File: src/rtl/demux_pkg.sv
// Shared definitions for the four-lane demultiplexing dispatcher.
package demux_pkg;

    localparam int LANES = 4;
    localparam int SEL_W = 2;
    localparam int CNT_W = 16;

    typedef logic [SEL_W-1:0] lane_idx_t;

    // One-hot lane mask for a lane index, used to steer the load strobe.
    function automatic logic [LANES-1:0] lane_onehot(input lane_idx_t idx);
        logic [LANES-1:0] one;
        one = {{(LANES-1){1'b0}}, 1'b1};
        return one << idx;
    endfunction

endpackage

File: src/rtl/demux_lane_reg.sv
// One-entry holding register for a single output lane. The data output is
// zero whenever the entry is empty, so the top can wire it straight to dout.
module demux_lane_reg #(
    parameter int WIDTH = 8
) (
    input  logic             clk,
    input  logic             rst,
    input  logic             load,
    input  logic             drain,
    input  logic [WIDTH-1:0] load_data,
    output logic             valid,
    output logic [WIDTH-1:0] data
);

    logic             valid_q;
    logic             valid_d;
    logic [WIDTH-1:0] data_q;
    logic [WIDTH-1:0] data_d;

    // Drain empties and zeroes the entry; a load in the same cycle overrides it.
    always_comb begin
        valid_d = valid_q;
        data_d  = data_q;
        if (valid_q && drain) begin
            valid_d = 1'b0;
            data_d  = '0;
        end
        if (load) begin
            valid_d = 1'b1;
            data_d  = load_data;
        end
    end

    // Entry state register; reset discards any held word.
    always_ff @(posedge clk) begin
        if (rst) begin
            valid_q <= 1'b0;
            data_q  <= '0;
        end else begin
            valid_q <= valid_d;
            data_q  <= data_d;
        end
    end

    assign valid = valid_q;
    assign data  = data_q;

endmodule

File: src/rtl/demux_dispatch_14.sv
// Four-lane dispatcher: each accepted input word is written into the holding
// register of one target lane. The target is taken from sel, or, when the
// macro DEMUX_RR_EN is defined, from an internal round-robin pointer that
// advances after every accepted word. Also counts accepted words (wrapping).
module demux_dispatch_14
    import demux_pkg::*;
#(
    parameter int WIDTH = 8
) (
    input  logic                   clk,
    input  logic                   rst,
    input  logic [WIDTH-1:0]       din,
    input  logic                   din_valid,
    output logic                   din_ready,
    input  logic [SEL_W-1:0]       sel,
    output logic [LANES*WIDTH-1:0] dout,
    output logic [LANES-1:0]       dout_valid,
    input  logic [LANES-1:0]       dout_ready,
    output logic [CNT_W-1:0]       xfer_cnt
);

    lane_idx_t        target;
    logic             accept;
    logic [LANES-1:0] load_vec;
    logic [LANES-1:0] lane_valid;
    logic [CNT_W-1:0] xfer_cnt_q;
    logic [CNT_W-1:0] xfer_cnt_d;

`ifdef DEMUX_RR_EN
    lane_idx_t rr_ptr_q;
    lane_idx_t rr_ptr_d;
    logic      sel_unused;

    assign sel_unused = ^sel;

    // Pointer picks the target lane and steps to the next lane on each accept.
    always_comb begin
        target   = rr_ptr_q;
        rr_ptr_d = rr_ptr_q;
        if (accept) begin
            rr_ptr_d = rr_ptr_q + lane_idx_t'(1);
        end
    end

    // Round-robin pointer register, restarting at lane 0.
    always_ff @(posedge clk) begin
        if (rst) begin
            rr_ptr_q <= '0;
        end else begin
            rr_ptr_q <= rr_ptr_d;
        end
    end
`else
    // Target lane comes directly from the upstream select.
    always_comb begin
        target = sel;
    end
`endif

    // Only the target lane's occupancy gates the input; nothing enters during reset.
    always_comb begin
        din_ready = 1'b0;
        if (!rst) begin
            din_ready = !lane_valid[target] || dout_ready[target];
        end
        accept   = din_valid && din_ready;
        load_vec = '0;
        if (accept) begin
            load_vec = lane_onehot(target);
        end
    end

    // Accepted-word counter, wrapping naturally at the top of its range.
    always_comb begin
        xfer_cnt_d = xfer_cnt_q;
        if (accept) begin
            xfer_cnt_d = xfer_cnt_q + CNT_W'(1);
        end
    end

    // Counter register.
    always_ff @(posedge clk) begin
        if (rst) begin
            xfer_cnt_q <= '0;
        end else begin
            xfer_cnt_q <= xfer_cnt_d;
        end
    end

    for (genvar k = 0; k < LANES; k++) begin : g_lane
        demux_lane_reg #(
            .WIDTH(WIDTH)
        ) u_lane (
            .clk      (clk),
            .rst      (rst),
            .load     (load_vec[k]),
            .drain    (dout_ready[k]),
            .load_data(din),
            .valid    (lane_valid[k]),
            .data     (dout[k*WIDTH +: WIDTH])
        );
    end

    assign dout_valid = lane_valid;
    assign xfer_cnt   = xfer_cnt_q;

endmodule

File: config.mk
export PLATFORM = sky130hd
export DESIGN_NAME = demux_dispatch_14
export DESIGN_NICKNAME = d
export VERILOG_FILES = /design/src/rtl/demux_pkg.sv /design/src/rtl/demux_lane_reg.sv /design/src/rtl/demux_dispatch_14.sv
export SDC_FILE = /design/constraint.sdc
export NUM_CORES = 1
export LEC_CHECK = 0
export CORE_MARGIN = 2
export CORE_UTILIZATION = 49
export DETAILED_ROUTE_END_ITERATION = 12
export HOLD_SLACK_MARGIN = 0.05
export PLACE_DENSITY = 0.93
export SLEW_MARGIN = 30
export SYNTH_ARGS = -nofsm -noshare
export SYNTH_HDL_FRONTEND = slang
export SYNTH_SLANG_ARGS = --single-unit
File: constraint.sdc
create_clock -name clk -period 4.3 [get_ports clk]
set_input_delay 0.86 -clock clk [delete_from_list [all_inputs] [get_ports clk]]
set_output_delay 0.86 -clock clk [all_outputs]
set_load 0.005 [all_outputs]
=== Yosys cells after proc, flatten, opt, wreduce, memory -nomap -nowiden ===
Index checks and enable logic that the tools add are counted.

* Add/sub/neg operators: 1
* Multipliers: 0
* Div/mod/pow operators: 0
* Magnitude comparators: 1
* Eq/ne operators: 0
* Shifts and indexed selects: 1
* Mux-type cells: 22
* Bitwise logic cells: 0
* Reduce and logical (&&, ||, !) cells: 11

{| class="wikitable"
|+ Operators with widths
! cell !! number
|-
| $mux W8 || 8
|-
| $add A16 B1 Y16 const B || 1
|-
| $mux W1 || 11
|-
| $reduce_bool A2 Y1 || 4
|-
| $logic_and A1 B1 Y1 || 5
|-
| $bmux W1 S2 || 2
|-
| $mux W4 || 1
|-
| $shl A1 B2 Y4 const A || 1
|-
| $lt A2 B3 Y1 const B || 1
|-
| $logic_not A1 Y1 || 1
|-
| $logic_or A1 B1 Y1 || 1
|}

* Register bits: 52
* Latch bits: 0
* Memory bits (writable): 0
* ROM bits: 0
* Bits of input ports: 17
* Output and inout port bits: 53
* Word-level logic and storage cells: 45
* Memories kept: 0

=== Depth between registers and ports, before layout ===
* Depth in word-level cells: 8
* Gate-level depth with buffers: 6
* Gate-level depth less buffers: 5

=== Hierarchy ===
From an unflattened synthesis, not the netlist that was laid out.

* Cells, all modules: 264
* Area, all modules: 2451.1 um^2

{| class="wikitable"
|+ Modules (own cells, without submodules)
! module !! instances !! cells each !! area an instance (um^2) !! seq. area each (um^2)
|-
| demux_lane_reg || 4 || 39 || 387.9 || 180.2
|-
| demux_dispatch_14 || 1 || 108 || 899.6 || 320.3
|}

=== Least setup slack after synthesis ===
Ideal clock, no wire load.

* Kind: input port to output port
* From: input port dout_ready[0]
* To: output port din_ready
* Data arrival time: 1.819 ns
* Data required time: 3.440 ns
* Path slack: 1.621 ns
* Stages: 5
* Path buffers: 2
* Cells stage by stage: nor2b_1 mux4_2 buf_6 clkbuf_1 nor2_1

* Word-level cells in the longest chain between the ends: 4

{| class="wikitable"
|+ Ends and longest elaborated chain
! item !! line !! source
|-
| from (decl) || demux_dispatch_14.sv:18 || <nowiki>input logic [LANES-1:0] dout_ready,</nowiki>
|-
| $bmux W1 S2 || demux_dispatch_14.sv:64 || <nowiki>din_ready = !lane_valid[target] || dout_ready[target];</nowiki>
|-
| $mux W1 (not written as such) || demux_dispatch_14.sv:64 ||
|-
| $logic_or A1 B1 Y1 || demux_dispatch_14.sv:64 ||
|-
| $mux W1 || demux_dispatch_14.sv:63 || <nowiki>if (!rst) begin</nowiki>
|-
| to (decl) || demux_dispatch_14.sv:14 || <nowiki>output logic din_ready,</nowiki>
|}

Every way passes these cells. The select of a mux whose other input is x is not followed.

=== Worst setup path in the final report ===
* From: input port sel[1]
* To: output port din_ready

* Word-level cells in the longest chain between the ends: 5

{| class="wikitable"
|+ Ends and longest elaborated chain
! item !! line !! source
|-
| from (decl) || demux_dispatch_14.sv:15 || <nowiki>input logic [SEL_W-1:0] sel,</nowiki>
|-
| $bmux W1 S2 || demux_dispatch_14.sv:64 ||
|-
| $mux W1 (not written as such) || demux_dispatch_14.sv:64 ||
|-
| $logic_not A1 Y1 || demux_dispatch_14.sv:64 ||
|-
| $logic_or A1 B1 Y1 * || demux_dispatch_14.sv:64 ||
|-
| $mux W1 * || demux_dispatch_14.sv:63 ||
|}

Mark *: on every way between the ends. The rest lies on a longest branch, timed or not. The select of a mux whose other input is x is not followed.

==> qor.yml <==
run_status:
  status: "completed"
die:
  rows: 23
  die-area_um2: 4850
  coreArea_um2: 4060
  pin_count: 70
  dieHeight_um: 69.6
  die_w_um: 69.6
  start_util: 0.520
worst_hold_path:
  hold_class: "flop to flop"
  min_path_cells: 2
global_routing:
  grt_usage: 0.241
  antenna_found_initial: 0
  grt_pass1_vias: 1900
  grt_overflow: 0
  grt_pass1_wl_um: 9360
  grt_max_degree: 30
synth:
  syn_inst: 237
  ys.warnings.count: 0
  yosysMostFrequentCell: "dfxtp_1"
  synth_top_cell_area_share: 0.493
  synth_seq_cells: 52
  ys.flop_type: "dfxtp_1"
  synth_top_cell_by_area: "dfxtp_1"
  ys_top_cells_by_area: "dfxtp_1 (49%), nand3_1 (8.8%), o21ai_0 (7.6%)"
  async_flop_share: 0
  synth.cells.most_frequent: "dfxtp_1 (52), nand3_1 (37), o21ai_0 (32)"
  syn_area_per_cell_um2: 8.90
  synth_sequential_area_ratio: 0.493
  synth_edf_count: 0
  ys_types: 30
  synth_fp_nets: 255
  synth.cell_area_um2: 2110
critical_path:
  worstSetupPathType: "input port to output port"
  cp_num_buf_inv: 2
  r2r_cells: 5
  cpMostUsedCell: "clkdlybuf4s50_1"
  cp.depth: 4
  crit_end: "din_ready"
  arrival_ps: 2630
  regToRegSetupSlack_ps: 2250
  cp_max_fo: 5
  path_delay_family: "buffers and inverters"
  worstSetupStartpoint: "sel[1]"
  required_ps: 3440
  max_stage_delay_ps: 580
  crit_chain: "clkdlybuf4s50_1, mux4_2, nor2_1, clkdlybuf4s50_1"
  rr_endpoint: "xfer_cnt[12]"
  timing.rr.start: "g_lane[1].u_lane.valid"
  critPathLaunchType: "input port"
  critPathSlowestCell: "clkdlybuf4s50_1"
  endpoint_kind: "output port"
cells_and_area:
  final-seq-area_um2: 1040
  nNetsFinal: 316
  diodes: 0
  design_area_um2: 2920
  multiInputGateArea_um2: 975
  area_growth_pct: 38.4
  fillCellCount: 304
  drive_gt1_frac: 0.0436
power:
  ir_drop_uv: 329
  leakagePower_nw: 0.975
  finalPower_mw: 0.961
  power.density_nw_per_um2: 329
placement:
  gp_congestion: 0.793
  dpl_cell_area_um2: 2790
  portBuffers: 69
  dpl.hpwl_um: 4120
route:
  antenna_left: 0
  drc: 0
  drt_iter0_markers: 183
  drtPass1Iterations: 4
  vias: 2133
  avgViaCountPerCell: 6.13
  wire_per_inst_um: 16.8
  routed_wl_um: 5850
timing:
  maxSlewViolCount: 0
  fin_skew_ps: 10.3
  clock.fmax_mhz: 286
  relSlewSlack: 0.402
  final.min_clock_period_ps: 3490
  rsz0062_at_grt: "no"
  post-route-period-util: 0.812
  tns_ps: 0
  final_hold_viol_count: 0
  worst-slew-pin-transition_ps: 897
  hold-worst-slack_ps: 476
  setup_viol: 0
clocking:
  hold_buffers: 0
  cts_sinks: 52
  cts_max_level: 2
  cts_tree: "built"
  clk_transition_reported_paths_ps: 90
  cts_setup_buffers: 0
  clock_path_buffers: 2
  post_cts_resized: 0
  clk_latency_ps: 310
  cts_root_buf: "clkbuf_8"
  cts_buffers: 5
job:
  drv_cap: 0
## cells in the final DEF (no fill, tap or decap), types with 3 or more instances in the layout
cell type / Yosys / final
nand4_1: 9 / 9
nor4_1: 3 / 3
clkbuf_8: 0 / 5
nor2b_1: 9 / 9
a21oi_1: 15 / 15
mux2_2: 3 / 3
clkdlybuf4s50_1: 0 / 69
o31ai_1: 6 / 6
or3_1: 3 / 3
or4_1: 9 / 9
dfxtp_1: 52 / 52
nand3_1: 37 / 37
nand2b_1: 3 / 3
nand2_1: 12 / 12
o21ai_0: 32 / 32
o311ai_0: 4 / 4
nor2_1: 5 / 5
o41ai_1: 3 / 3
## area by class of cell
cell class / instances / area share
sequential: 52 / 0.356
multi-input combinational: 166 / 0.334
timing repair buffer: 71 / 0.242
clock buffer: 5 / 0.0236
tap: 50 / 0.0214
clock inverter: 2 / 0.0206
inverter: 2 / 0.00257
## worst min path at each step
stage	start	endpoint	slack [ps]
floorplan	g_lane[0].u_lane.data[2]	g_lane[0].u_lane.data[2]	460
global placement	g_lane[0].u_lane.data[2]	g_lane[0].u_lane.data[2]	450
detailed placement	g_lane[0].u_lane.data[1]	g_lane[0].u_lane.data[1]	460
CTS	g_lane[0].u_lane.data[1]	g_lane[0].u_lane.data[1]	480
global route	xfer_cnt[15]	xfer_cnt[15]	500
finish	g_lane[0].u_lane.data[1]	g_lane[0].u_lane.data[1]	480
## tightest hold or removal path, delay by kind of cell (launching register included)
| family | cells | cell delay, ps |
|---|---|---|
| AOI/OAI and AO/OA | 1 | 60 |
| DFF | 1 | 320 |
| and+or+nand+nor | 1 | 50 |
## cells by family after synthesis
logic type | Yosys count | share of synthesized area
multiplexers | 4 | 0.0267
buffers and inverters | 19 | 0.0445
adder cells (fa/ha/maj) | 1 | 0.00593
flip-flops | 52 | 0.493
AND/OR/NAND/NOR | 97 | 0.255
AO/OA/AOI/OAI | 64 | 0.174
## metrics by stage
stage,util,worst slack (ps),cells
after CTS,0.720,807,348
after floorplan,-,1620,237
after global placement,0.688,867,341
after detailed placement,0.688,814,341
final,0.720,808,348
after global routing,0.720,756,348
## routing by layer
metal  vias to the layer above  GRT usage  share of wire
met1                      1026      0.311           0.41
met5                         -          0              0
met2                        93      0.406           0.51
met4                         0     0.0791          0.013
met3                         7     0.0480          0.064
li1                       1007          -              -
## power by group
| part | switching, mW | internal (mW) | total (mW) |
|---|---|---|---|
| clock | 0.159 | 0.229 | 0.388 |
| combinational | 0.0389 | 0.0370 | 0.0759 |
| sequential | 0.00643 | 0.490 | 0.496 |
| total | 0.205 | 0.756 | 0.961 |
## flip-flops by register name, summed over array words and instances (netlist names)
register	flops
g_lane.u_lane.valid	4
xfer_cnt	16
g_lane.u_lane.data	32
No activity file was read; power rests on OpenSTA's default activity.
